===== config.mk =====
export PLATFORM = sky130hd
export DESIGN_NAME = rtc_lap_controller
export DESIGN_NICKNAME = d
export VERILOG_FILES = /design/src/rtl/rtc_lap_controller.sv
export SDC_FILE = /design/constraint.sdc
export NUM_CORES = 1
export LEC_CHECK = 0
export ABC_AREA = 1
export CORE_UTILIZATION = 55
export DETAILED_ROUTE_END_ITERATION = 16
export PLACE_DENSITY = 0.79
export SYNTH_ARGS = -nofsm -noshare
export SYNTH_HDL_FRONTEND = slang
export SYNTH_SLANG_ARGS = --single-unit

===== constraint.sdc =====
create_clock -name i_sys_clk -period 3.6 [get_ports i_sys_clk]
set_input_delay 0.36 -clock i_sys_clk [delete_from_list [all_inputs] [get_ports i_sys_clk]]
set_output_delay 0.36 -clock i_sys_clk [all_outputs]
set_load 0.01 [all_outputs]

===== src/rtl/rtc_lap_controller.sv =====
// Stopwatch command sequencer: turns start/stop, lap and clear pulses into
// counter control strobes, stores up to LAP_DEPTH lap times and selects the
// live count or a recalled lap for the display path. All outputs registered.
module rtc_lap_controller #(
    parameter int unsigned COUNT_W   = 24,
    parameter int unsigned LAP_DEPTH = 4,
    parameter int unsigned IDX_W     = $clog2(LAP_DEPTH)
) (
    input  logic               i_sys_clk,
    input  logic               i_reset_n,
    input  logic               i_start_stop,
    input  logic               i_lap,
    input  logic               i_clear,
    input  logic [COUNT_W-1:0] i_count,
    output logic               o_countinit,
    output logic               o_countenb,
    output logic               o_latchcount,
    output logic [COUNT_W-1:0] o_disp_count,
    output logic [IDX_W-1:0]   o_lap_idx,
    output logic [IDX_W:0]     o_lap_cnt,
    output logic               o_lap_full,
    output logic               o_recall
);

    typedef enum logic [1:0] {
        S_IDLE,
        S_RUN,
        S_STOP,
        S_RECALL
    } state_t;

    localparam logic [IDX_W:0] FULL_CNT = LAP_DEPTH[IDX_W:0];

    state_t               state_q, state_d;
    logic [IDX_W-1:0]     idx_q, idx_d;
    logic [IDX_W:0]       cnt_q, cnt_d;
    logic                 init_q, init_d;
    logic                 latch_q, latch_d;
    logic                 enb_q, enb_d;
    logic                 recall_q, recall_d;
    logic                 full_q, full_d;
    logic [COUNT_W-1:0]   disp_q, disp_d;
    logic                 lap_we;
    logic [COUNT_W-1:0]   lap_q [LAP_DEPTH];

    logic cmd_clear, cmd_ss, cmd_lap;

    // Priority decode: clear beats start/stop beats lap; losers are dropped
    always_comb begin
        cmd_clear = i_clear;
        cmd_ss    = i_start_stop & ~i_clear;
        cmd_lap   = i_lap & ~i_start_stop & ~i_clear;
    end

    // Next-state, lap bookkeeping and registered-output next values
    always_comb begin
        state_d = state_q;
        idx_d   = idx_q;
        cnt_d   = cnt_q;
        init_d  = 1'b0;
        latch_d = 1'b0;
        lap_we  = 1'b0;

        unique case (state_q)
            S_IDLE: begin
                if (cmd_clear) begin
                    init_d = 1'b1;
                end else if (cmd_ss) begin
                    state_d = S_RUN;
                end
            end
            S_RUN: begin
                // clear is ignored while counting
                if (cmd_ss) begin
                    state_d = S_STOP;
                    latch_d = 1'b1;
                end else if (cmd_lap && (cnt_q != FULL_CNT)) begin
                    latch_d = 1'b1;
                    lap_we  = 1'b1;
                    cnt_d   = cnt_q + 1'b1;
                end
            end
            S_STOP: begin
                if (cmd_clear) begin
                    state_d = S_IDLE;
                    init_d  = 1'b1;
                    cnt_d   = '0;
                    idx_d   = '0;
                end else if (cmd_ss) begin
                    state_d = S_RUN;
                end else if (cmd_lap && (cnt_q != '0)) begin
                    state_d = S_RECALL;
                    idx_d   = '0;
                end
            end
            S_RECALL: begin
                if (cmd_clear) begin
                    state_d = S_IDLE;
                    init_d  = 1'b1;
                    cnt_d   = '0;
                    idx_d   = '0;
                end else if (cmd_ss) begin
                    state_d = S_STOP;
                    idx_d   = '0;
                end else if (cmd_lap) begin
                    if ({1'b0, idx_q} == (cnt_q - 1'b1)) begin
                        idx_d = '0;
                    end else begin
                        idx_d = idx_q + 1'b1;
                    end
                end
            end
            default: begin
                state_d = S_IDLE;
            end
        endcase

        enb_d    = (state_d == S_RUN);
        recall_d = (state_d == S_RECALL);
        full_d   = (cnt_d == FULL_CNT);
        // Display path looks ahead at the next index so a step shows one cycle later
        disp_d   = (state_d == S_RECALL) ? lap_q[idx_d] : i_count;
    end

    // Control state and output registers, cleared asynchronously
    always_ff @(posedge i_sys_clk or negedge i_reset_n) begin
        if (!i_reset_n) begin
            state_q  <= S_IDLE;
            idx_q    <= '0;
            cnt_q    <= '0;
            init_q   <= 1'b0;
            latch_q  <= 1'b0;
            enb_q    <= 1'b0;
            recall_q <= 1'b0;
            full_q   <= 1'b0;
            disp_q   <= '0;
        end else begin
            state_q  <= state_d;
            idx_q    <= idx_d;
            cnt_q    <= cnt_d;
            init_q   <= init_d;
            latch_q  <= latch_d;
            enb_q    <= enb_d;
            recall_q <= recall_d;
            full_q   <= full_d;
            disp_q   <= disp_d;
        end
    end

    // Lap storage: no reset, validity is carried by the lap count alone
    always_ff @(posedge i_sys_clk) begin
        if (lap_we) begin
            lap_q[cnt_q[IDX_W-1:0]] <= i_count;
        end
    end

    assign o_countinit  = init_q;
    assign o_countenb   = enb_q;
    assign o_latchcount = latch_q;
    assign o_disp_count = disp_q;
    assign o_lap_idx    = idx_q;
    assign o_lap_cnt    = cnt_q;
    assign o_lap_full   = full_q;
    assign o_recall     = recall_q;

endmodule


## Yosys cells after proc, flatten, opt, wreduce, memory -nomap -nowiden

Memory sizes are Yosys's and may differ from the RTL's.
Cells that the tools add are included.

- Register bits after elaboration: 36
- Bits in latches: 0
- Memory bits (writable): 96
- Memory bits (read-only): 0
- Input port bits: 29
- Output and inout bits: 34
- Word-level logic and storage cells: 62
- Memories: 1

Memory list:

| memory | depth | width | read ports | clocked after memory_dff | wr ports | line | RTL |
|---|---|---|---|---|---|---|---|
| lap_q | 4 | 24 | 1 | 0 | 1 | 44 | `logic [COUNT_W-1:0] lap_q [LAP_DEPTH];` |

- Add/subtract/negate cells: 3
- $mul: 0
- Div/mod/pow operators: 0
- Magnitude comparators: 0
- Equal/unequal tests: 8
- Shift operators: 0
- Muxes and demuxes: 30
- Bitwise gates (word level): 5
- Reduce and logical (&&, ||, !) cells: 6

Operators by type and width:

| cell | count |
|---|---|
| two-way mux 2 bit | 14 |
| two-way mux 24 bit | 1 |
| two-way mux 1 bit | 9 |
| two-way mux 3 bit | 3 |
| one-hot mux 2 bit (4 select lines) | 1 |
| == test 2 bit, second input constant | 3 |
| one-hot mux 3 bit (2 select lines) | 1 |
| == test 2 x 1 -> 1 bit, second input constant | 2 |
| one-hot mux 2 bit (2 select lines) | 1 |
| adder 3 x 1 -> 3 bit, second input constant | 1 |
| bitwise AND 1 bit | 3 |
| == test 2 x 3 -> 1 bit | 1 |
| == test 3 bit, second input constant | 1 |
| != test 3 bit, second input constant | 1 |
| nonzero test 3 bit | 1 |
| OR reduction 3 bit | 1 |
| subtractor 3 x 1 -> 3 bit, second input constant | 1 |
| adder 2 x 1 -> 2 bit, second input constant | 1 |
| logical AND 1 bit | 2 |
| zero test 2 bit | 1 |
| inverter 1 bit | 2 |
| OR reduction 2 bit | 1 |

## Longest topological paths before layout

- Depth in word-level cells: 10
- Depth in mapped cells: 17
- Mapped depth without buffers: 15

## Worst setup path after synthesis

Ideal clock, no wire load.

- Kind: reg2reg
- Start: register cnt_q[0] (netlist: o_lap_cnt[0])
- End: memory lap_q[0][0] (enable)
- Setup time: 0.405 ns
- Data arrival time: 2.138 ns
- Data required time: 3.195 ns
- Setup slack: 1.057 ns
- Cell stages (with the launch flop): 6
- Clock period less this slack: 2.543 ns
- Path through: dfrtp_1 inv_1 ha_1 inv_1 o211ai_2 nor2_1

- Longest elaborated chain between the ends: 7

Ends and longest elaborated chain:

| item | line | RTL |
|---|---|---|
| start, declared | 36 | `logic [IDX_W:0] cnt_q, cnt_d;` |
| start signal, assigned | 140 | `cnt_q <= cnt_d;` |
| != test 3 bit | 77 | `end else if (cmd_lap && (cnt_q != FULL_CNT)) begin` |
| logical AND 1 bit | 77 |  |
| two-way mux 1 bit | 77 |  |
| two-way mux 1 bit | 74 | `if (cmd_ss) begin` |
| two-way mux 1 bit | 64 | `unique case (state_q)` |
| two-way mux 1 bit | 152 | `if (lap_we) begin` |
| two-way mux 1 bit (implied by the code) | 153 | `lap_q[cnt_q[IDX_W-1:0]] <= i_count;` |
| end, declared | 44 |  |

Several ways; a longest one is shown, not always the timed one.

## Worst setup path after layout

- Start: register cnt_q[0] (netlist: o_lap_cnt[0])
- End: register disp_q[7] (netlist: o_disp_count[7])

- Longest elaborated chain between the ends: 9

Ends and longest elaborated chain:

| item | line | RTL |
|---|---|---|
| subtractor 3 x 1 -> 3 bit | 106 | `if ({1'b0, idx_q} == (cnt_q - 1'b1)) begin` |
| == test 2 x 3 -> 1 bit | 106 |  |
| two-way mux 2 bit | 106 |  |
| two-way mux 2 bit | 105 | `end else if (cmd_lap) begin` |
| two-way mux 2 bit | 102 | `end else if (cmd_ss) begin` |
| two-way mux 2 bit | 97 | `if (cmd_clear) begin` |
| one-hot mux 2 bit (2 select lines) | 64 |  |
| memory read (4 x 24 bit) | -- |  |
| two-way mux 24 bit (*) | 122 | `disp_d = (state_d == S_RECALL) ? lap_q[idx_d] : i_count;` |
| named net disp_d[7] | 42 | `logic [COUNT_W-1:0] disp_q, disp_d;` |
| end signal, assigned | 146 | `disp_q <= disp_d;` |
| end, declared | 42 |  |

Mark *: on every way through the listed nets, which the timed path passes. The rest lies on a longest branch.

==> impl_metrics.yaml <==
global_route:
  grt_pass1_vias: 3945
  grt_pass1_wl_um: 20000
  grt_usage: 0.268
  grt_max_degree: 49
  antenna_found_initial: 0
  grt_remaining_overflow: 0
power:
  worst_ir_drop_vdd_uv: 337
  powerDensity_mw_per_mm2: 710
  p_total_mw: 4.78
  p_leak_nw: 2.64
sta:
  hold_viol_final: 0
  maxSlewViolCount: 0
  skew_ns: 0.0105
  min_period_ns: 2.53
  finalSetupTns_ns: 0
  worstMarginPinSlew_ns: 0.891
  min_period_over_period: 0.703
  setup_viol: 0
  timing.fmax_mhz: 395
  relSlewSlack: 0.406
  rsz0062_at_grt: "no"
route:
  num_vias: 3821
  vias_per_cell: 5.67
  drt-initial-drc-count: 239
  drcViolationCount: 0
  ant_nets: 0
  avgRoutedWirePerCell_um: 18.5
  drt_pass1_iterations: 5
  routed_wl_um: 12500
synth:
  synthFlopType: "edfxtp_1"
  synth.distinct_cells: 31
  synthCells: 464
  yosysWarningCount: 0
  async_flop_share: 0.273
  synthTopCellsByArea: "edfxtp_1 (53%), dfrtp_1 (17%), nand3_1 (11%)"
  avgSynthCellArea_um2: 11.7
  yosysTopAreaCell: "edfxtp_1"
  synth-edff-count: 96
  yosysMostFrequentCell: "nand2_1"
  seq_area_frac_synth: 0.695
  synth_seq_cells: 132
  netlist_area_mm2: 0.00544
  synth_common_cells: "nand2_1 (123), nand3_1 (115), edfxtp_1 (96)"
  syn-num-nets: 498
  netlist.area_leader.share: 0.530
critical_path:
  cp-start-kind: "flip-flop"
  worstRegToRegCells: 16
  critPathTopFamily: "simple AND/OR/NAND/NOR gates"
  cpMostUsedCell: "nand2_1"
  crit_type: "reg -> reg"
  crit_path_start: "o_lap_cnt[0]"
  arrival_ns: 2.99
  path_buf_inv: 3
  worst-path-stages: 16
  rr_startpoint: "o_lap_cnt[0]"
  critPathCaptureType: "flip-flop"
  cp_max_fo: 17
  critical_path.slowest_cell: "dfrtp_1"
  cpPeakStageDelay_ns: 0.46
  crit_required_ns: 4.06
  cp_cell_sequence: "inv_1 > ha_1 > inv_1 > nand2_1 > nand2_1 > nand3_1 > nand2_1 > nand2_1 > nand2_1 > nand2_1 > nand2_2 > buf_4 > nand2_1 > nand3_2 > nand3_1 > nand2_1"
cts:
  root_buffer: "clkbuf_8"
  cts_resized: 0
  path_clk_slew_ns: 0.06
  clock-sinks: 132
  worstSkewPairLatency_ns: 0.52
  cts_tree: "yes"
  clk_path_buf_depth: 2
  cts_buffers: 17
  htreeDepth: 4
final_layout:
  antenna_cells: 0
  fillCellCount: 612
  ff_latch_area_mm2: 0.00378
  layout.nets: 567
  multi_input_area_mm2: 0.00145
  syn_to_final_growth_pct: 23.8
  layout-drive-gt1-share: 0.132
die:
  start_util: 0.578
  die-area_mm2: 0.0103
  die_h_um: 101
  die_x_um: 101
  row_count: 35
  core_area_mm2: 0.00942
  ioPinCount: 63
worst_hold_path:
  hold_class: "in -> reg"
  hold_depth: 3
  min_from: "i_count[9]"
place:
  gp_congestion: 0.872
  numPortBuffers: 62
  hpwl_um: 6870
status:
  outcome: "finished, final reports clean"
run:
  cap_viol_max_count: 0
==> through the flow <==
step	instance area, µm²	cells	hold WS, ns	setup WS [ns]	utilization
floorplan	5440	464	0.0644	1.06	-
global placement	6160	642	0.518	1.11	0.654
detailed placement	6160	642	0.532	0.999	0.654
CTS	6740	674	0.472	1.06	0.715
global route	6740	674	0.492	0.817	0.715
finish	6740	674	0.486	1.07	0.715
==> registers in the layout, summed over array words and instances, names as in the netlist <==
register      cells
o_countinit       1
o_latchcount      1
o_lap_full        1
lap_q            96
o_lap_idx         2
o_disp_count     24
state_q           2
o_countenb        1
o_lap_cnt         3
o_recall          1
==> metal layers <==
layer / part of all wire / track usage / vias up
met3: 0.066 / 0.0663 / 28
li1: - / - / 1754
met5: 0 / 0 / -
met4: 0.019 / 0.130 / 0
met1: 0.40 / 0.337 / 1863
met2: 0.51 / 0.439 / 176
==> placed cells by master (no fill, tap or decap), types with 2 or more instances in the layout <==
cell             count
edfxtp_1            96
ha_1                 5
clkinv_4             3
nand2_2              4
clkinv_2             4
nand2_1            123
bufinv_16            2
o21ai_0              2
nand3_2             11
clkdlybuf4s50_1     61
nor2_1               9
a21oi_4              2
buf_4               11
nor2_2               5
clkinvlp_4           3
inv_2                3
clkbuf_8             2
dfrtp_1             36
nand3_1            115
inv_1               15
clkbuf_16           16
a21oi_1              2
==> worst reg2reg max path, cell delays in order, from the launching register on <==
cell and delay, ns:
dfrtp_1 0.46, inv_1 0.14, ha_1 0.33, inv_1 0.09, nand2_1 0.07, nand2_1 0.07, nand3_1 0.09, nand2_1 0.07
nand2_1 0.05, nand2_1 0.05, nand2_1 0.08, nand2_2 0.27, buf_4 0.30, nand2_1 0.13, nand3_2 0.08, nand3_1 0.11
nand2_1 0.08
==> area by class of cell <==
cell class                      instances  area share
Clock buffer                           19      0.0641
Clock inverter                         12      0.0197
Inverter                               19      0.0108
Multi-Input combinational cell        289       0.215
Sequential cell                       132       0.562
Tap cell                              129      0.0240
Timing Repair Buffer                   74       0.105
==> kinds of logic (layout without fill, tap and decap cells) <==
logic type | count (synthesis) | count (layout) | share of synthesized area
and+or+nand+nor | 270 | 270 | 0.231
adders and majority gates | 5 | 5 | 0.0115
AOI/OAI and AO/OA | 12 | 12 | 0.0175
buffers and inverters | 43 | 124 | 0.0416
DFF | 132 | 132 | 0.695
xor gates and xnor gates | 2 | 2 | 0.00322
==> where the power goes <==
part / leakage (nW) / internal, mW / switching (mW)
clock: 0.270 / 1.00 / 0.638
combinational: 1.07 / 0.481 / 0.816
sequential: 1.30 / 1.77 / 0.0804
==> path summary, 6_finish.rpt <==
check / slack [ns] / end
min in group asynchronous: 0.51 / o_lap_full
worst max-delay path: 1.07 / o_disp_count[7]
max in group asynchronous: 2.52 / state_q[0]
worst max register to register: 1.07 / o_disp_count[7]
worst min-delay path: 0.49 / o_disp_count[9]
worst min register to register: 0.57 / o_disp_count[23]
==> repair_timing <==
item | CTS | global route
hold endpoints to repair | 36 | 0
buffers inserted | 0 | 0
hold buffers | 1 | 0
Note: power is estimated with default switching activity, not from simulation.
